File: config.mk
export PLATFORM = sky130hd
export DESIGN_NAME = song_recorder
export DESIGN_NICKNAME = d
export VERILOG_FILES = /design/src/rtl/song_recorder.sv
export SDC_FILE = /design/constraint.sdc
export NUM_CORES = 1
export LEC_CHECK = 0
export CAP_MARGIN = 15
export CORE_MARGIN = 2
export CORE_UTILIZATION = 60
export CTS_CLUSTER_SIZE = 16
export DETAILED_ROUTE_END_ITERATION = 7
export PLACE_DENSITY = 0.77
export SYNTH_ARGS = -nofsm -noshare
export SYNTH_HDL_FRONTEND = slang
export SYNTH_SLANG_ARGS = --single-unit
File: constraint.sdc
create_clock -name clk -period 15.5 [get_ports clk]
set_input_delay 3.1 -clock clk [delete_from_list [all_inputs] [get_ports clk]]
set_output_delay 3.1 -clock clk [all_outputs]
set_load 0.05 [all_outputs]
File: src/rtl/song_recorder.sv
// Live key-press recorder: quantizes held durations and rests into a track RAM.
// Optional metronome click is built when REC_METRONOME_EN is defined.
module song_recorder #(
    parameter int DEPTH    = 64,
    parameter int ADDR_W   = 6,
    parameter int DUR_W    = 10,
    parameter int REST_MIN = 2
) (
    input  logic              clk,
    input  logic              rst,
    input  logic              en,
    input  logic              clr,
    input  logic              tick,
    input  logic [7:0]        full_note,
    input  logic [6:0]        note_key,
    input  logic [2:0]        octave,
    input  logic [ADDR_W-1:0] rd_addr,
    output logic [2:0]        rd_octave,
    output logic [2:0]        rd_note,
    output logic [2:0]        rd_length,
    output logic [ADDR_W:0]   track,
    output logic              recording,
    output logic              full,
    output logic              overflow,
    output logic              click
);

    typedef enum logic [1:0] {
        S_IDLE,
        S_ARMED,
        S_HOLD,
        S_GAP
    } state_t;

    localparam int CW = (DUR_W > 10) ? DUR_W : 10;
    localparam logic [ADDR_W:0]  LP_DEPTH = (ADDR_W+1)'(DEPTH);
    localparam logic [DUR_W-1:0] LP_REST  = DUR_W'(REST_MIN);

    state_t             r_state;
    state_t             w_state_n;
    logic [DUR_W-1:0]   r_dur;
    logic [DUR_W-1:0]   w_dur_n;
    logic [DUR_W-1:0]   w_dur_inc;
    logic [DUR_W-1:0]   w_dur_start;
    logic [2:0]         r_note;
    logic [2:0]         r_oct;
    logic [ADDR_W:0]    r_track;
    logic               r_ovf;
    logic [8:0]         r_rd;
    logic [8:0]         r_mem [DEPTH];

    logic [2:0]         w_key;
    logic [2:0]         w_code;
    logic [CW-1:0]      w_fn3;
    logic [CW-1:0]      w_dur_x;
    logic               w_commit;
    logic [8:0]         w_cdata;
    logic               w_cap;
    logic               w_clr;
    logic               w_full;
    logic               w_wr;

    // Lowest set key wins on multi-hot input.
    always_comb begin
        w_key = 3'd0;
        for (int i = 6; i >= 0; i--) begin
            if (note_key[i]) begin
                w_key = 3'(i + 1);
            end
        end
    end

    assign w_fn3   = CW'({2'b00, full_note} * 10'd3);
    assign w_dur_x = CW'(r_dur);

    always_comb begin
        if (w_dur_x >= (w_fn3 >> 2)) begin
            w_code = 3'd0;
        end else if (w_dur_x >= (w_fn3 >> 3)) begin
            w_code = 3'd1;
        end else if (w_dur_x >= (w_fn3 >> 4)) begin
            w_code = 3'd2;
        end else if (w_dur_x >= (w_fn3 >> 5)) begin
            w_code = 3'd3;
        end else begin
            w_code = 3'd4;
        end
    end

    assign w_dur_inc   = (&r_dur) ? r_dur : r_dur + 1'b1;
    assign w_dur_start = tick ? DUR_W'(1) : '0;
    assign w_full      = (r_track == LP_DEPTH);

    always_comb begin
        w_state_n = r_state;
        w_dur_n   = r_dur;
        w_commit  = 1'b0;
        w_cdata   = {3'd0, 3'd0, w_code};
        w_cap     = 1'b0;
        w_clr     = 1'b0;
        unique case (r_state)
            S_IDLE: begin
                w_dur_n = '0;
                if (en) begin
                    w_state_n = S_ARMED;
                end else if (clr) begin
                    w_clr = 1'b1;
                end
            end
            S_ARMED: begin
                if (!en) begin
                    w_state_n = S_IDLE;
                end else if (w_key != 3'd0) begin
                    w_cap     = 1'b1;
                    w_dur_n   = '0;
                    w_state_n = S_HOLD;
                end
            end
            S_HOLD: begin
                w_cdata = {r_oct, r_note, w_code};
                if (!en) begin
                    w_commit  = 1'b1;
                    w_dur_n   = '0;
                    w_state_n = S_IDLE;
                end else if (w_key == 3'd0) begin
                    w_commit  = 1'b1;
                    w_dur_n   = w_dur_start;
                    w_state_n = S_GAP;
                end else if (w_key != r_note) begin
                    w_commit = 1'b1;
                    w_cap    = 1'b1;
                    w_dur_n  = w_dur_start;
                end else if (tick) begin
                    w_dur_n = w_dur_inc;
                end
            end
            S_GAP: begin
                if (!en) begin
                    w_dur_n   = '0;
                    w_state_n = S_IDLE;
                end else if (w_key != 3'd0) begin
                    // Short gaps are articulation, not rests.
                    w_commit  = (r_dur >= LP_REST);
                    w_cap     = 1'b1;
                    w_dur_n   = w_dur_start;
                    w_state_n = S_HOLD;
                end else if (tick) begin
                    w_dur_n = w_dur_inc;
                end
            end
            default: begin
                w_state_n = S_IDLE;
            end
        endcase
    end

    assign w_wr = w_commit & ~w_full;

    always_ff @(posedge clk or posedge rst) begin
        if (rst) begin
            r_state <= S_IDLE;
            r_dur   <= '0;
            r_note  <= 3'd0;
            r_oct   <= 3'd0;
            r_track <= '0;
            r_ovf   <= 1'b0;
            r_rd    <= '0;
        end else begin
            r_state <= w_state_n;
            r_dur   <= w_dur_n;
            if (w_cap) begin
                r_note <= w_key;
                r_oct  <= octave;
            end
            if (w_clr) begin
                r_track <= '0;
                r_ovf   <= 1'b0;
            end else if (w_commit) begin
                if (w_full) begin
                    r_ovf <= 1'b1;
                end else begin
                    r_track <= r_track + 1'b1;
                end
            end
            if ({1'b0, rd_addr} < r_track) begin
                r_rd <= r_mem[rd_addr];
            end else begin
                r_rd <= '0;
            end
        end
    end

    always_ff @(posedge clk) begin
        if (w_wr) begin
            r_mem[r_track[ADDR_W-1:0]] <= w_cdata;
        end
    end

    assign rd_octave = r_rd[8:6];
    assign rd_note   = r_rd[5:3];
    assign rd_length = r_rd[2:0];
    assign track     = r_track;
    assign full      = w_full;
    assign overflow  = r_ovf;
    assign recording = (r_state != S_IDLE);

`ifdef REC_METRONOME_EN
    logic [7:0] r_met;
    logic [7:0] w_per;
    logic       w_wrap;

    assign w_per  = (full_note[7:2] == 6'd0) ? 8'd1 : {2'b00, full_note[7:2]};
    assign w_wrap = (r_met >= w_per - 8'd1);

    always_ff @(posedge clk or posedge rst) begin
        if (rst) begin
            r_met <= 8'd0;
        end else if (r_state == S_IDLE) begin
            r_met <= 8'd0;
        end else if (tick) begin
            r_met <= w_wrap ? 8'd0 : r_met + 8'd1;
        end
    end

    assign click = recording & tick & w_wrap;
`else
    assign click = 1'b0;
`endif

endmodule

==> results of run 1 <==
## path summary, 6_finish.rpt
check | from | to | slack [ps] | cells after the start
min reg2reg | r_oct[2]$_DFFE_PP0P_ | r_oct[2]$_DFFE_PP0P_ | 490 | 1
min | r_oct[2]$_DFFE_PP0P_ | r_oct[2]$_DFFE_PP0P_ | 490 | 1
min in group asynchronous | rst | track[3]$_DFFE_PP0P_ | 2910 | 3
max | full_note[1] | r_mem[41][2]$_DFFE_PP_ | 8890 | 14
max reg2reg | track[3]$_DFFE_PP0P_ | r_mem[11][4]$_DFFE_PP_ | 11670 | 7
max in group asynchronous | rst | r_rd[3]$_DFF_PP0_ | 12220 | 3
## state kept, by name, indices dropped and copies added, names as in the netlist
register / count
r_mem: 576
r_dur: 10
r_rd: 9
track: 7
r_note: 3
r_oct: 3
r_state: 2
overflow: 1
## through the flow
stage	area, sq um	worst slack, ps	utilization	hold slack, ps
floorplan	25120	6619	-	455.6
global placement	26090	8394	0.6346	468.3
detailed placement	26090	8280	0.6346	482.2
CTS	28040	8920	0.6820	495.2
global route	28100	8674	0.6835	525.6
finish	28100	8890	0.6835	492.5
## cell usage in the layout (no fill, tap or decap), drive strengths merged, types with 3 or more instances in the layout
cell and instances:
a211o 3, a211oi 3, a21o 9, a21oi 19, a221oi 4, a31oi 9
and2 11, buf 19, bufinv 8, clkbuf 72, clkdlybuf4s50 43, clkinv 27
dfrtp 35, edfxtp 576, ha 30, inv 23, maj3 3, mux2 4
mux2i 3, mux4 189, nand2 26, nand2b 7, nand3 14, nand4 11
nor2 93, nor2b 17, nor3 6, nor3b 4, nor4 3, o211ai 5
o21a 5, o21ai 18, o31ai 3, or2 5, or3 8, or4 5
xnor2 5
## cell usage after synthesis (6+ instances only)
library cell / count / area [sq um]
sky130_fd_sc_hd__and2_1: 11 / 68.82
sky130_fd_sc_hd__ha_1: 30 / 375.4
sky130_fd_sc_hd__a21oi_1: 19 / 95.09
sky130_fd_sc_hd__clkbuf_1: 25 / 93.84
sky130_fd_sc_hd__a31oi_1: 9 / 56.30
sky130_fd_sc_hd__a21o_1: 9 / 67.56
sky130_fd_sc_hd__o21ai_0: 13 / 65.06
sky130_fd_sc_hd__nand3_1: 14 / 70.07
sky130_fd_sc_hd__buf_1: 10 / 37.54
sky130_fd_sc_hd__nand4_1: 11 / 68.82
sky130_fd_sc_hd__inv_1: 22 / 82.58
sky130_fd_sc_hd__edfxtp_1: 576 / 17300
sky130_fd_sc_hd__buf_2: 17 / 85.08
sky130_fd_sc_hd__or3_1: 8 / 50.05
sky130_fd_sc_hd__nand2b_1: 7 / 43.79
sky130_fd_sc_hd__dfrtp_1: 35 / 875.8
sky130_fd_sc_hd__nand2_1: 26 / 97.59
sky130_fd_sc_hd__mux4_2: 189 / 4257
sky130_fd_sc_hd__nor2_1: 93 / 349.1
sky130_fd_sc_hd__nor2b_1: 17 / 106.4
sky130_fd_sc_hd__buf_6: 6 / 67.56
## cell type report
class,instances,area [sq um],share of cell area
inverter,23,86.33,0.003073
multi-input combinational,552,6608,0.2352
clock inverter,36,395.4,0.01407
timing repair buffer,62,616.8,0.02195
clock buffer,72,1554,0.05531
sequential,611,18170,0.6467
tap,532,665.6,0.02369
## metal layers
metal  share of wire  vias up
met5         0.00050        -
met1            0.40     6502
met2            0.49      621
li1                -     5282
met4           0.029        4
met3           0.090       93
## worst register-to-register path: cells and delay by family, from the launching register on
family                 cells  cell delay, ps
and+or+nand+nor            5            2280
buffers and inverters      1             280
AOI/OAI and AO/OA          1             340
DFF                        1             540
## power by group through the flow
stage               Combinational, uW  Clock [uW]  Sequential [uW]
floorplan                         183           0             1920
global placement                  284           0             1900
detailed placement                294           0             1900
CTS                               297        1460             1870
global route                      324        1530             1870
finish                            300        1450             1870
## kinds of logic (layout without fill, tap and decap cells)
| kind of cell | count (synthesis) | in the layout | share of synthesized area |
|---|---|---|---|
| multiplexers | 196 | 196 | 0.1724 |
| buffers and inverters | 82 | 193 | 0.01504 |
| AO/OA/AOI/OAI | 99 | 99 | 0.02794 |
| flip-flops | 611 | 611 | 0.7233 |
| XOR/XNOR | 7 | 7 | 0.002440 |
| AND/OR/NAND/NOR | 215 | 215 | 0.04169 |
| adder cells (fa/ha/maj) | 34 | 34 | 0.01698 |
| other | 1 | 1 | 0.0001493 |
==> parameters.txt, run 1 <==
Parameter                              Value

STA
  Setup total negative slack    0 ps
  Portion of the clock cycle consumed by the worst path in the final layout    0.4265
  Worst slew margin    0.2351
  Slew at the pin with the worst max-slew slack    1147 ps
  Post-route clock skew    29.55 ps
  Highest achievable clock rate    151.3 MHz
  Number of max-slew violations in the final report    0
  Final hold viol count    0
  Unrepaired setup endpoints after global routing    no
  Final Setup Violations    0
  Shortest clock period the worst path allows after layout    6610 ps

Yosys
  Commonest register cell after synthesis    sky130_fd_sc_hd__edfxtp_1
  Synth Cell Area    25120 sq um
  Distinct cells, synth    69
  Count of flip-flops with a built-in enable after synthesis    576
  Synthesized netlist cell count    1245
  Total number of yosys warnings    0
  Part of the Yosys area used for sequential elements    0.7233
  Number of storage elements in the synthesis netlist    611
  Total nets after synthesis    1305
  Average instance area after synthesis    20.18 sq um
  Share of synthesized registers carrying an async set or reset    0.05728

Clocking
  # resized after CTS    0
  Latest clock arrival within the worst-skew pair    630 ps
  Level count of the clock H-tree    2
  TritonCTS clock tree    built
  Number of setup buffers added after CTS    0
  Reg clk slew, reported paths    60 ps
  TritonCTS sink count    611
  Hold buffers post-CTS    0
  Inserted Clock Buffers    57
  Clock Tree Buf Depth    3
  Clock tree root buffer cell    sky130_fd_sc_hd__clkbuf_16

Global routing
  Total congestion overflow    0
  Gr usage total    0.2563
  Routing usage on met1    0.3567
  Global Route met2 Usage    0.4083
  Wire length of the first global-routing pass    81.36 mm
  Initial antenna violation count    2
  Most Used Layer, Global Route    met2
  Number of global-route vias before repair    12619
  M3 GR Usage    0.06703
  Pin count of the biggest net entering global routing    79

Floorplan
  Standard-cell row count    74
  Chip Height    208.6 um
  I/O pin cnt    49
  Placeable Area    41110 sq um
  Die Span X    208.6 um
  Initial standard-cell utilization of the core    0.6111
  Die Footprint    43520 sq um

Drt
  Sum of routed wire length over all layers    53.64 mm
  Average routed wire per standard cell    28.41 um
  Final antenna-violating net count    0
  Detailed-routing iteration count for the pre-antenna-repair pass    6
  Initial DRC Count    1440
  Via count    12502
  DR DRC count    0
  Avg Vias per Cell    6.622

Power and ir drop
  Switching part of the total    0.2241
  Sequential cell fraction of total power    0.516
  Combinational power share    0.083
  Reported leakage power    0.009152 uW
  Overall power of the completed layout    3618 uW
  Peak ir drop on the vdd network    0.09364 mV
  Internal power component    2807 uW
  Total power density per cell area    128.8 nW/um^2
  Clock share of power    0.401
  Switching power of the nets    810.8 uW

Cells and area
  Number of antenna cells inserted    0
  Proportion of layout cells with a drive suffix above 1    0.2330
  Layout Nets    1367
  Syn-to-layout area delta    11.84%
  Non-filler instance count after layout    1888
  Filler cell count in the final layout    2496

Setup path
  CP delay by family, top    compound AO/OA/AOI/OAI gates
  Required time reported for the critical path endpoint    15830 ps
  Cells traversed along the worst timing path    clkdlybuf4s50_1 -> ha_1 -> a31o_1 -> a21oi_1 -> xor2_1 -> inv_1 -> ha_1 -> nand2b_1 -> a21o_1 -> maj3_1 -> a221oi_2 -> o211ai_1 -> nor3_2 -> buf_4
  Worst path max stage delay    510 ps
  Kind of critical path    in -> reg
  Cell with the largest stage delay on the worst path    sky130_fd_sc_hd__buf_4
  Data arrival time of the critical path    6940 ps
  Kind of capture point of the worst setup path    register
  Cell repeated most along the worst path    sky130_fd_sc_hd__ha_1
  Startpoint type of the worst setup path    input port
  Combined buffer and inverter count along the critical path    3
  Critical path fanouts, max    64

Placement
  Number of buffer cells added on primary ports    47
  Number of placed cells counting well taps    1777
  Hpwl dp    31.54 mm
  Final RePlAce weighted congestion    0.8503

Hold path
  Type of the worst min-delay path    reg -> reg

Run
  Number of max-capacitance violations reported    0

Outcome
  Outcome    finished, final reports clean
(Power assumes the default switching activity.)
==> run 2: changes to the inputs <==
--- a/config.mk
+++ b/config.mk
@@ -7,10 +7,10 @@
 export LEC_CHECK = 0
 export CAP_MARGIN = 15
 export CORE_MARGIN = 2
-export CORE_UTILIZATION = 60
+export CORE_UTILIZATION = 56
 export CTS_CLUSTER_SIZE = 16
 export DETAILED_ROUTE_END_ITERATION = 7
-export PLACE_DENSITY = 0.77
+export PLACE_DENSITY = 0.76
 export SYNTH_ARGS = -nofsm -noshare
 export SYNTH_HDL_FRONTEND = slang
 export SYNTH_SLANG_ARGS = --single-unit
==> constraint.sdc (replaced) <==
create_clock -name clk -period 6 [get_ports clk]
set_input_delay 1.2 -clock clk [delete_from_list [all_inputs] [get_ports clk]]
set_output_delay 1.2 -clock clk [all_outputs]
set_load 0.05 [all_outputs]
==> run 2 against run 1 <==
Clock-buffer cell count up 7. Combinational power rose to 2.6 times the previous value. Sequential power rose to 2.6 times the previous value. Via count unchanged. Utilization shrank 4.5 points. Register-to-register slack lost 9400 ps. Global-route usage shrank 2.2 points. Critical path type unchanged. Largest cell class unchanged. Largest power group unchanged.
==> parameters.txt, run 2 (same netlist as run 1, synthesis figures left out) <==
Parameter                              Value

Power and ir drop
  Reported leakage power    0.009213 uW (+0.66%)
  Peak ir drop on the vdd network    0.2504 mV (+170%)
  Sequential cell fraction of total power    0.536 (+0.020)
  Internal power component    6984 uW (+150%)
  Switching part of the total    0.2243 (about the same)
  Combinational power share    0.086 (+0.003)
  Clock share of power    0.378 (-0.023)
  Switching power of the nets    2019 uW (+150%)
  Total power density per cell area    319.0 nW/um^2 (+150%)

Floorplan
  Die Span X    215.8 um (+3.4%)
  Standard-cell row count    77 (+4.1%)
  I/O pin cnt    49 (unchanged)
  Die Footprint    46570 sq um (+7.0%)
  Placeable Area    44220 sq um (+7.6%)
  Chip Height    215.8 um (+3.4%)
  Initial standard-cell utilization of the core    0.5681 (-0.04300)

Setup path
  Kind of capture point of the worst setup path    register
  Kind of critical path    in -> reg
  R2R depth    9 (+2)
  Launch instance of the worst register-to-register path    r_dur[0]$_DFFE_PP0P_
  Required time reported for the critical path endpoint    6310 ps (-9520 ps)
  Startpoint type of the worst setup path    input port
  Data arrival time of the critical path    5100 ps (-1840 ps)
  Critical register-to-register path endpoint    r_mem[59][3]$_DFFE_PP_
  Setup slack on the worst flop-to-flop path    2320 ps (-9350 ps)
  Critical path fanouts, max    64 (unchanged)

Clocking
  # resized after CTS    0 (unchanged)
  Latest clock arrival within the worst-skew pair    610 ps (-20 ps)
  TritonCTS clock tree    built
  Reg clk slew, reported paths    60 ps (about the same)
  Clock tree root buffer cell    sky130_fd_sc_hd__clkbuf_16
  Hold buffers post-CTS    0 (unchanged)
  Level count of the clock H-tree    2 (unchanged)
  Inserted Clock Buffers    58 (+1.8%)
  Clock Tree Buf Depth    3 (unchanged)
  Number of setup buffers added after CTS    0 (unchanged)
  TritonCTS sink count    611 (unchanged)

STA
  Final hold viol count    0 (unchanged)
  Final Setup Violations    0 (unchanged)
  Number of max-slew violations in the final report    0 (unchanged)
  Slew at the pin with the worst max-slew slack    1141 ps (-6.244 ps)
  Unrepaired setup endpoints after global routing    no
  Highest achievable clock rate    208.9 MHz
  Shortest clock period the worst path allows after layout    4786 ps
  Setup total negative slack    0 ps (unchanged)
  Post-route clock skew    15.28 ps (-14.27 ps)
  Portion of the clock cycle consumed by the worst path in the final layout    0.7977
  Worst slew margin    0.2392 (+0.004163)

Global routing
  Wire length of the first global-routing pass    80.41 mm (-1.2%)
  Initial antenna violation count    1 (-1)
  Gr usage total    0.2341 (-0.02214)
  Number of global-route vias before repair    12696 (+0.61%)
  Total congestion overflow    0 (unchanged)
  Pin count of the biggest net entering global routing    65 (-18%)

Placement
  Hpwl dp    32.44 mm (+2.9%)
  Final RePlAce weighted congestion    0.8570 (+0.79%)
  Number of buffer cells added on primary ports    47 (unchanged)
  Area after detailed placement    26460 sq um (+1.4%)

Drt
  Sum of routed wire length over all layers    53.07 mm (-1.1%)
  Via count    12502 (unchanged)
  Detailed-routing iteration count for the pre-antenna-repair pass    5 (-1)
  DR DRC count    0 (unchanged)
  Final antenna-violating net count    0 (unchanged)
  Initial DRC Count    1466 (+1.8%)
  Average routed wire per standard cell    26.83 um (-5.6%)
  Avg Vias per Cell    6.321 (-4.6%)

Cells and area
  Final instance area    28230 sq um (+0.46%)
  Layout Nets    1400 (+2.4%)
  Most frequent cells in the layout    sky130_fd_sc_hd__edfxtp_1 (576), sky130_fd_sc_hd__mux4_2 (189), sky130_fd_sc_hd__nor2_1 (93), sky130_fd_sc_hd__clkbuf_16 (59), sky130_fd_sc_hd__buf_4 (44)
  Leading cell type in the layout, fill and taps excluded    sky130_fd_sc_hd__edfxtp_1
  Number of antenna cells inserted    0 (unchanged)
  Filler cell count in the final layout    2897 (+16%)
  Proportion of layout cells with a drive suffix above 1    0.2417 (+0.008664)
  Largest register FFs    576 (unchanged)
  Syn-to-layout area delta    12.36%

Hold path
  Hold Crit Start    r_oct[1]$_DFFE_PP0P_
  Min-Delay Path Depth    1 (unchanged)
  Hold worst-path end    r_oct[1]$_DFFE_PP0P_
  Type of the worst min-delay path    reg -> reg

Run
  Number of max-capacitance violations reported    0 (unchanged)

Outcome
  Outcome    finished, final reports clean
[run 2: changes by cell type in the layout (fill, tap and decap cells not counted), moves of 2 or more]
| cell | delta |
|---|---|
| sky130_fd_sc_hd__clkbuf_1 | +9 |
| sky130_fd_sc_hd__bufinv_16 | -6 |
| sky130_fd_sc_hd__clkinv_2 | -6 |
| sky130_fd_sc_hd__clkbuf_8 | -3 |
| sky130_fd_sc_hd__clkinvlp_4 | +2 |
| sky130_fd_sc_hd__buf_4 | +32 |
| sky130_fd_sc_hd__clkinv_1 | +2 |
[run 2: area by class of cell]
class	instances	area, sq um	area share
Clock buffer	79	1572	0.05567
Clock inverter	27	180.2	0.006383
Inverter	23	86.33	0.003058
Multi-Input combinational cell	552	6620	0.2345
Sequential cell	611	18170	0.6438
Tap cell	592	740.7	0.02624
Timing Repair Buffer	94	857.1	0.03036
[run 2: worst max path at each step]
stage / slack [ps] / from / end
after global placement: 730 / full_note[1] / r_mem[50][0]$_DFFE_PP_
after CTS: 1250 / full_note[1] / r_mem[58][0]$_DFFE_PP_
after floorplan: 460 / full_note[1] / r_mem[0][0]$_DFFE_PP_
after detailed placement: 630 / full_note[1] / r_mem[49][0]$_DFFE_PP_
final: 1210 / full_note[1] / r_mem[51][0]$_DFFE_PP_
after global routing: 930 / full_note[1] / r_mem[48][2]$_DFFE_PP_
[run 2: metal layers]
layer / share of wire / track usage / wire length [um] / vias up
met5: 0.00024 / 0 / 13 / -
met4: 0.025 / 0.06092 / 1314 / 2
met3: 0.091 / 0.05539 / 4827 / 90
met2: 0.49 / 0.3767 / 26020 / 558
met1: 0.39 / 0.3278 / 20890 / 6507
li1: - / - / - / 5345
[run 2: worst max-delay path, stage by stage]
cell and delay [ps]:
sky130_fd_sc_hd__clkdlybuf4s50_1 460, sky130_fd_sc_hd__ha_1 320, sky130_fd_sc_hd__a31o_1 220, sky130_fd_sc_hd__a21oi_1 320
sky130_fd_sc_hd__xor2_1 290, sky130_fd_sc_hd__ha_1 280, sky130_fd_sc_hd__o21ai_0 90, sky130_fd_sc_hd__a21oi_1 110
sky130_fd_sc_hd__maj3_2 330, sky130_fd_sc_hd__a211oi_1 230, sky130_fd_sc_hd__o211ai_1 310, sky130_fd_sc_hd__a311oi_4 340
sky130_fd_sc_hd__buf_4 540
[run 2: power groups by stage]
stage / registers [uW] / logic, uW / clock network (uW)
floorplan: 4950 / 473 / 0
global placement: 4910 / 747 / 0
detailed placement: 4910 / 770 / 0
CTS: 4820 / 773 / 3450
global route: 4830 / 834 / 3610
finish: 4830 / 771 / 3410
[run 2: metrics by stage]
step / hold WS (ps) / worst slack (ps) / total power, uW / cells / utilization
6_report: 489.3 / 1214 / 9003 / 1978 / 0.6383
5_1_grt: 512.1 / 929.0 / 9278 / 1978 / 0.6383
4_1_cts: 490.4 / 1250 / 9048 / 1977 / 0.6379
3_5_place_dp: 476.4 / 625.3 / 5682 / 1871 / 0.5983
3_3_place_gp: 474.5 / 728.6 / 5657 / 1871 / 0.5983
2_1_floorplan: 455.6 / 458.5 / 5420 / 1245 / -
==> run 3: changes to the inputs <==
--- a/config.mk
+++ b/config.mk
@@ -7,10 +7,10 @@
 export LEC_CHECK = 0
 export CAP_MARGIN = 15
 export CORE_MARGIN = 2
-export CORE_UTILIZATION = 56
+export CORE_UTILIZATION = 60
 export CTS_CLUSTER_SIZE = 16
 export DETAILED_ROUTE_END_ITERATION = 7
-export PLACE_DENSITY = 0.76
+export PLACE_DENSITY = 0.77
 export SYNTH_ARGS = -nofsm -noshare
 export SYNTH_HDL_FRONTEND = slang
 export SYNTH_SLANG_ARGS = --single-unit
==> constraint.sdc (replaced) <==
create_clock -name clk -period 4.5 [get_ports clk]
set_input_delay 0.9 -clock clk [delete_from_list [all_inputs] [get_ports clk]]
set_output_delay 0.9 -clock clk [all_outputs]
set_load 0.05 [all_outputs]
==> run 3 against run 2 <==
Clock skew rose by 6.2 ps. First-iteration DRC count up 4.9%. Setup slack worse by 770 ps. Combinational power up 43%. Power grew 37%. Non-clock buffer count grew 12. Final area rose by 1.2%. Critical path depth up 1. Largest power group unchanged. Highest routed layer unchanged.
==> parameters.txt, run 3 (same netlist as run 1, synthesis figures left out) <==
Parameter                              Value

Outcome
  Outcome    finished, final reports clean

Power and ir drop
  Total power density per cell area    431.0 nW/um^2 (+35%)
  Reported leakage power    0.009387 uW (+1.9%)
  Peak ir drop on the vdd network    0.3391 mV (+35%)
  Overall power of the completed layout    12310 uW (+37%)

Hold path
  Hold Crit Start    r_oct[1]$_DFFE_PP0P_
  Min-Delay Path Depth    1 (unchanged)
  Type of the worst min-delay path    reg -> reg

Clocking
  Clock tree root buffer cell    sky130_fd_sc_hd__clkbuf_16
  Hold buffers post-CTS    0 (unchanged)
  Clock Tree Buf Depth    3 (unchanged)
  Reg clk slew, reported paths    60 ps (about the same)
  TritonCTS clock tree    built
  Inserted Clock Buffers    58 (unchanged)
  Level count of the clock H-tree    2 (unchanged)
  TritonCTS sink count    611 (unchanged)
  # resized after CTS    0 (unchanged)
  Number of setup buffers added after CTS    0 (unchanged)
  Latest clock arrival within the worst-skew pair    620 ps (about the same)

STA
  Unrepaired setup endpoints after global routing    no
  Highest achievable clock rate    246.7 MHz
  Final hold viol count    0 (unchanged)
  Shortest clock period the worst path allows after layout    4053 ps
  Final Setup Violations    0 (unchanged)
  Slew at the pin with the worst max-slew slack    1167 ps (+26.00 ps)
  Portion of the clock cycle consumed by the worst path in the final layout    0.9007
  Final setup margin    446.9 ps (-767.1 ps)
  Post-route clock skew    21.46 ps (+6.183 ps)
  Worst slew margin    0.2190 (-0.02021)
  Setup total negative slack    0 ps (unchanged)
  Number of max-slew violations in the final report    0 (unchanged)

Drt
  DR DRC count    0 (unchanged)
  Via count    12762 (+2.1%)
  Initial DRC Count    1538 (+4.9%)
  Final antenna-violating net count    0 (unchanged)
  Avg Vias per Cell    6.606 (+4.5%)
  Average routed wire per standard cell    29.15 um (+8.7%)
  Sum of routed wire length over all layers    56.32 mm (+6.1%)
  Detailed-routing iteration count for the pre-antenna-repair pass    5 (unchanged)

Floorplan
  I/O pin cnt    49 (unchanged)
  Chip Height    208.6 um (-3.3%)
  Die Footprint    43520 sq um (-6.5%)
  Placeable Area    41110 sq um (-7.0%)
  Die Span X    208.6 um (-3.3%)
  Initial standard-cell utilization of the core    0.6111 (+0.04300)
  Standard-cell row count    74 (-3.9%)

Cells and area
  Proportion of layout cells with a drive suffix above 1    0.2621 (+0.02044)
  Layout Nets    1412 (+0.86%)
  Largest register FFs    576 (unchanged)
  Non-filler instance count after layout    1932 (-2.3%)
  Leading cell type in the layout, fill and taps excluded    sky130_fd_sc_hd__edfxtp_1
  Most frequent cells in the layout    sky130_fd_sc_hd__edfxtp_1 (576), sky130_fd_sc_hd__mux4_2 (189), sky130_fd_sc_hd__nor2_1 (93), sky130_fd_sc_hd__clkbuf_16 (59), sky130_fd_sc_hd__clkdlybuf4s50_1 (43)
  Syn-to-layout area delta    13.73%
  Number of antenna cells inserted    0 (unchanged)

Setup path
  Critical path fanouts, max    38 (-41%)
  Startpoint type of the worst setup path    input port
  Setup slack on the worst flop-to-flop path    920 ps (-1400 ps)
  Kind of capture point of the worst setup path    register
  Launch instance of the worst register-to-register path    track[3]$_DFFE_PP0P_
  Required time reported for the critical path endpoint    4940 ps (-1370 ps)
  Kind of critical path    in -> reg
  Data arrival time of the critical path    4500 ps (-600 ps)
  R2R depth    8 (-1)
  Critical path launch point    full_note[1]

Placement
  Post-Place Worst Slack    -154.1 ps (-779.4 ps)
  Final RePlAce weighted congestion    0.8495 (-0.88%)
  Hpwl dp    34.06 mm (+5.0%)
  Number of placed cells counting well taps    1818 (-2.8%)
  Number of buffer cells added on primary ports    47 (unchanged)

Global routing
  Gr usage total    0.2652 (+0.03113)
  Initial antenna violation count    1 (unchanged)
  Pin count of the biggest net entering global routing    65 (unchanged)
  Wire length of the first global-routing pass    83.63 mm (+4.0%)
  Total congestion overflow    0 (unchanged)
  Number of global-route vias before repair    12919 (+1.8%)

Run
  Number of max-capacitance violations reported    0 (unchanged)
-- run 3: worst paths after layout --
path | endpoint
setup / recovery | r_mem[48][1]$_DFFE_PP_
hold / removal | r_oct[1]$_DFFE_PP0P_
setup reg to reg | r_mem[43][5]$_DFFE_PP_
hold reg to reg | r_oct[1]$_DFFE_PP0P_
max in group asynchronous | r_dur[1]$_DFFE_PP0P_
min in group asynchronous | r_rd[4]$_DFF_PP0_
-- run 3: cell type report --
cell class | count | area, sq um
clock inverter | 34 | 320.3
tap | 532 | 665.6
sequential | 611 | 18170
fill | 2450 | 12540
timing repair buffer | 106 | 1112
multi-input combinational | 552 | 6671
inverter | 23 | 86.33
clock buffer | 74 | 1543
-- run 3: routing by layer --
metal | up-vias | share of wire | track usage
met5 | - | 0.00023 | 0
met4 | 2 | 0.031 | 0.1049
met3 | 88 | 0.092 | 0.05846
met2 | 683 | 0.48 | 0.4076
met1 | 6616 | 0.39 | 0.3801
li1 | 5373 | - | -
-- run 3: per-stage QoR --
step | hold slack [ps] | util | instance area [sq um]
6_report | 502.8 | 0.6950 | 28570
5_1_grt | 520.7 | 0.6950 | 28570
4_1_cts | 505.4 | 0.6929 | 28490
3_3_place_gp | 475.8 | 0.6476 | 26620
3_5_place_dp | 482.6 | 0.6476 | 26620
2_1_floorplan | 455.6 | - | 25210
-- run 3: critical path, cell delays in order --
cell and delay (ps):
sky130_fd_sc_hd__clkdlybuf4s50_1 580, sky130_fd_sc_hd__inv_1 100, sky130_fd_sc_hd__fa_2 400, sky130_fd_sc_hd__nor2b_1 160, sky130_fd_sc_hd__o31a_1 250, sky130_fd_sc_hd__o21ai_0 110
sky130_fd_sc_hd__nand2b_1 90, sky130_fd_sc_hd__a21oi_1 120, sky130_fd_sc_hd__ha_1 200, sky130_fd_sc_hd__or4_1 430, sky130_fd_sc_hd__a211o_1 300, sky130_fd_sc_hd__a22o_4 260
sky130_fd_sc_hd__nor3b_4 340, sky130_fd_sc_hd__buf_12 240
-- run 3: power breakdown --
group,internal [uW],total (uW),switching (uW)
sequential,6370,6440,66.1
combinational,446,1100,656
clock,2710,4780,2060
total,9530,12300,2780
==> patch 1, RTL diff (settings of run 2) <==
Add a define of `REC_METRONOME_EN`.
--- a/src/rtl/song_recorder.sv
+++ b/src/rtl/song_recorder.sv
@@ -1,4 +1,6 @@
 // Live key-press recorder: quantizes held durations and rests into a track RAM.
 // Optional metronome click is built when REC_METRONOME_EN is defined.
+`define REC_METRONOME_EN
+
 module song_recorder #(
     parameter int DEPTH    = 64,
Formal check against the unedited RTL: not equivalent (Yosys sat finds a counterexample within 4 cycles, from zero or initial values and one cycle with rst high).
==> patch 1 against run 2 <==
Register-to-register slack got worse by 80 ps. Synthesized cell count up 6.2%. Worst setup slack worse by 940 ps. Routed wire length grew 7.6%. Power increased by 4.9%. Sequential cell count is 8 higher. Synthesized area up 2.5%. Final area increased by 4.0%. Largest cell class unchanged.
==> patch 1: results (changes against run 2) <==
HP-START='r_oct[2]$_DFFE_PP0P_'
SEQ_POWER_SHARE_PCT=51.8  # -1.8 points
NUMBER_OF_LIBRARY_CELL_TYPES_MAPPED_BY_SYNTHESIS=66  # -4.3%
GRT_MAX_DEGREE=106  # +63%
REGTOREGSTARTPOINT='r_note[2]$_DFFE_PP0P_'
POST_SYNTH_XOR_AREA_FRACTION_PCT=0.306  # +0.062 points
SETUP.WORST_PATH.END='click'
INV_COUNT=38  # +65%
POST_SYNTH_MUX_AREA_SHARE_PCT=16.7  # -0.54 points
FILL_CELLS=2971  # +2.6%
TIMING.SLEW.HEADROOM_PCT=17.0  # -6.9 points
NUM-NONCLK-BUFFERS=124  # +32%
POSTSYNTH.ASYNCRESETSHARE_PCT=6.95  # +1.2 points
TIMING.CRITICAL_PATH.SLOWEST_STAGE_CELL='sky130_fd_sc_hd__clkdlybuf4s50_1'
SYNTHTOPCELLSBYAREA='sky130_fd_sc_hd__edfxtp_1, sky130_fd_sc_hd__mux4_2, sky130_fd_sc_hd__dfrtp_1'
DIODES=1  # +1
OUTCOME='complete, no violations'
ARRIVAL_PS=4520  # -580 ps
YOSYS.AREA_SHARE.ADDER_PCT=2.72  # +1.0 points
MULTI_INPUT_AREA_SHARE_PCT=24.0  # +0.55 points
NUM-MULTI-INPUT-GATES=610  # +11%
TRITONCTS.NUM_BUFFERS=59  # +1.7%
GP_ROUTABILITY_CONGESTION=0.867  # +1.2%
P_LEAK_nW=9.97  # +8.2%
END_POINT_OF_THE_WORST_HOLD_PATH='r_oct[2]$_DFFE_PP0P_'
STARTPOINT='full_note[4]'
ROUTED_VIA_DENSITY=6.40  # +1.2%
POWER.SHARE.COMBINATIONAL_PCT=8.8  # +0.2 points
POST_DRT_WL_PER_CELL_UM=27.3  # +1.7%
DIE_FOOTPRINT_SQ_UM=47700  # +2.5%
PLACE.DETAILED.HPWL_UM=34300  # +5.8%
SYNTH_COMPOUND_GATE_AREA_SHARE_PCT=3.18  # +0.38 points
CLOCK_BUFFERS=69  # -13%
SYN-NUM-NETS=1398  # +7.1%
LAYOUT-DRIVE-GT1-SHARE_PCT=26.1  # +1.9 points
patch 1: stage by stage:
stage          setup slack, ps  power [mW]  util, %  hold slack [ps]  cells
6_report                   275        9.44     64.7              502   2094
3_3_place_gp               293        5.78     60.4              482   1990
3_5_place_dp               153        5.81     60.4              486   1990
2_1_floorplan             66.9        5.51        -              470   1322
4_1_cts                    228        9.50     64.7              500   2092
5_1_grt                   56.5        9.73     64.7              521   2093
patch 1: what timing repair did:
item / CTS / global route
resized for setup: 0 / 1
endpoints found under the setup margin: 0 / 1
hold endpoints to repair: 0 / 0
patch 1: kinds of logic after synthesis:
| group | count (synthesis) |
|---|---|
| xor gates and xnor gates | 9 |
| buffers and inverters | 93 |
| AOI/OAI and AO/OA | 121 |
| and+or+nand+nor | 230 |
| adders and majority gates | 57 |
| muxes | 193 |
| DFF | 619 |
patch 1: per-layer routing:
layer	GRT usage [%]	wire length [um]	vias up
met4	7.73	1580	0
met2	40.6	28400	606
li1	-	-	5678
met5	0	0	-
met1	34.7	22700	7013
met3	4.20	4440	98
==> patch 2, RTL diff (config.mk and constraints of run 2) <==
Made on the original files. Encoding of `state_t`: now one-hot (4 bits for 4 states).
--- a/src/rtl/song_recorder.sv
+++ b/src/rtl/song_recorder.sv
@@ -26,9 +26,9 @@
 );
 
-    typedef enum logic [1:0] {
-        S_IDLE,
-        S_ARMED,
-        S_HOLD,
-        S_GAP
+    typedef enum logic [3:0] {
+        S_IDLE  = 4'b0001,
+        S_ARMED = 4'b0010,
+        S_HOLD  = 4'b0100,
+        S_GAP   = 4'b1000
     } state_t;
 
Formal check against the unedited RTL: same outputs for any inputs over 4 cycles, from zero or initial values and one cycle with rst high; so few cycles prove little.
==> patch 2 against run 2 <==
Sequential cell count grew 2. Sequential share of layout area decreased by 1.2 points. Worst setup slack worse by 350 ps. Utilization grew 1.2 points. Clock power rose by 6.5%. Power barely moved. Via count rose by 5.6%. Synthesized area is 0.40% higher. Final area grew 2.1%. Routed wire length up 9.2%. First-iteration DRC count grew 20%. Largest cell class unchanged. Largest power group unchanged.
==> patch 2: results (changes against run 2) <==
REGTOREGSTARTPOINT='r_state[1]$_DFFE_PP0P_'
TIMING.CRITICAL_PATH.FANOUT_MAX=23  # -64%
SWSHARE_PCT=22.0  # -0.44 points
ROUTED_VIA_DENSITY=6.46  # +2.1%
NUMBER_OF_ANTENNA_VIOLATIONS_AT_THE_FIRST_CHECK_IN_GLOBAL_ROUTING=2  # +1
OUTCOME='complete, no violations'
DETAIL_ROUTE.ITER0.VIOLATIONS=1759  # +20%
FILL_CELLS=2808  # -3.1%
POSTSYNTH.ASYNCRESETSHARE_PCT=6.04  # +0.31 points
WORST-SLEW-PIN-TRANSITION_PS=1100  # -36.3 ps
SYNTHTOPCELLSBYAREA='sky130_fd_sc_hd__edfxtp_1, sky130_fd_sc_hd__mux4_2, sky130_fd_sc_hd__dfrtp_1'
HP-START='r_oct[2]$_DFFE_PP0P_'
WORST_CLOCK_SKEW_PS=13.3  # -2.02 ps
GP_ROUTABILITY_CONGESTION=0.819  # -4.5%
SYNTH_CELLS=1265  # +1.6%
MET3ROUTEDLENGTH_UM=5340  # +11%
PLACE_WS_PS=289  # -336 ps
VIAS=13200  # +5.6%
FINAL_NETS=1465  # +4.6%
FIRST_PASS_GRT_WIRE_LENGTH_UM=86400  # +7.5%
GRTUSAGETOTAL_PCT=25.3  # +1.9 points
WL_MET2_UM=28900  # +11%
MET1_LENGTH_UM=22100  # +6.0%
SEQ_AREA_FRAC_SYNTH_PCT=72.2  # -0.087 points
PLACE.DETAILED.HPWL_UM=34600  # +6.5%
GRT_MAX_DEGREE=73  # +12%
patch 2: cell count changes in the layout (fill, tap and decap cells not counted), moves of 6 or more:
cell,change
sky130_fd_sc_hd__clkinv_2,+6
sky130_fd_sc_hd__nor2_1,+12
sky130_fd_sc_hd__buf_4,+38
sky130_fd_sc_hd__nand2b_1,+6
sky130_fd_sc_hd__a31oi_1,-8
sky130_fd_sc_hd__clkbuf_1,-10
patch 2: power groups by stage:
stage / sequential [mW] / clock, mW / combinational [mW]
after floorplan: 4.84 / 0 / 0.406
after global routing: 4.75 / 3.82 / 0.671
after global placement: 4.83 / 0 / 0.594
final: 4.75 / 3.63 / 0.622
after CTS: 4.75 / 3.68 / 0.623
after detailed placement: 4.84 / 0 / 0.615
patch 2: cell type report:
cell class                 instances  area (sq um)  share of cell area (%)
sequential                       613         18200                    63.2
multi-input combinational        570          6660                    23.1
clock buffer                      70          1550                    5.37
timing repair buffer             135          1210                    4.20
tap                              592           741                    2.57
clock inverter                    37           334                    1.16
inverter                          27           101                   0.352
antenna                            2          5.00                  0.0174
patch 2: final timing paths:
check	to	slack (ps)	cells after the start
hold reg to reg	r_oct[2]$_DFFE_PP0P_	500	1
setup reg to reg	r_mem[3][1]$_DFFE_PP_	2290	7
max in group asynchronous	r_rd[0]$_DFF_PP0_	4550	3
hold / removal	r_oct[2]$_DFFE_PP0P_	500	1
min in group asynchronous	r_oct[2]$_DFFE_PP0P_	1040	3
setup / recovery	r_mem[63][2]$_DFFE_PP_	860	15
patch 2: logic make-up after synthesis:
group | share of synthesized area, %
DFF | 72.2
and+or+nand+nor | 4.43
muxes | 17.2
AOI/OAI and AO/OA | 2.72
buffers and inverters | 1.48
adders and majority gates | 1.57
xor gates and xnor gates | 0.313
other | 0.0149
patch 2: worst max-delay path, cell delays in order:
cell,delay [ps]
sky130_fd_sc_hd__clkdlybuf4s50_1,530
sky130_fd_sc_hd__inv_1,80
sky130_fd_sc_hd__fa_1,440
sky130_fd_sc_hd__nand2b_1,200
sky130_fd_sc_hd__nand2b_1,90
sky130_fd_sc_hd__nand2_1,50
sky130_fd_sc_hd__a21oi_1,200
sky130_fd_sc_hd__ha_1,260
sky130_fd_sc_hd__nand2b_1,160
sky130_fd_sc_hd__o32a_1,350
sky130_fd_sc_hd__a2111oi_0,420
sky130_fd_sc_hd__a211oi_1,120
sky130_fd_sc_hd__nor3_1,430
sky130_fd_sc_hd__and4_2,670
sky130_fd_sc_hd__buf_4,340
patch 2: per-layer routing:
layer / up-vias / GRT usage (%)
li1: 5508 / -
met1: 6863 / 34.9
met2: 703 / 41.6
met3: 132 / 5.21
met4: 2 / 7.60
met5: - / 0
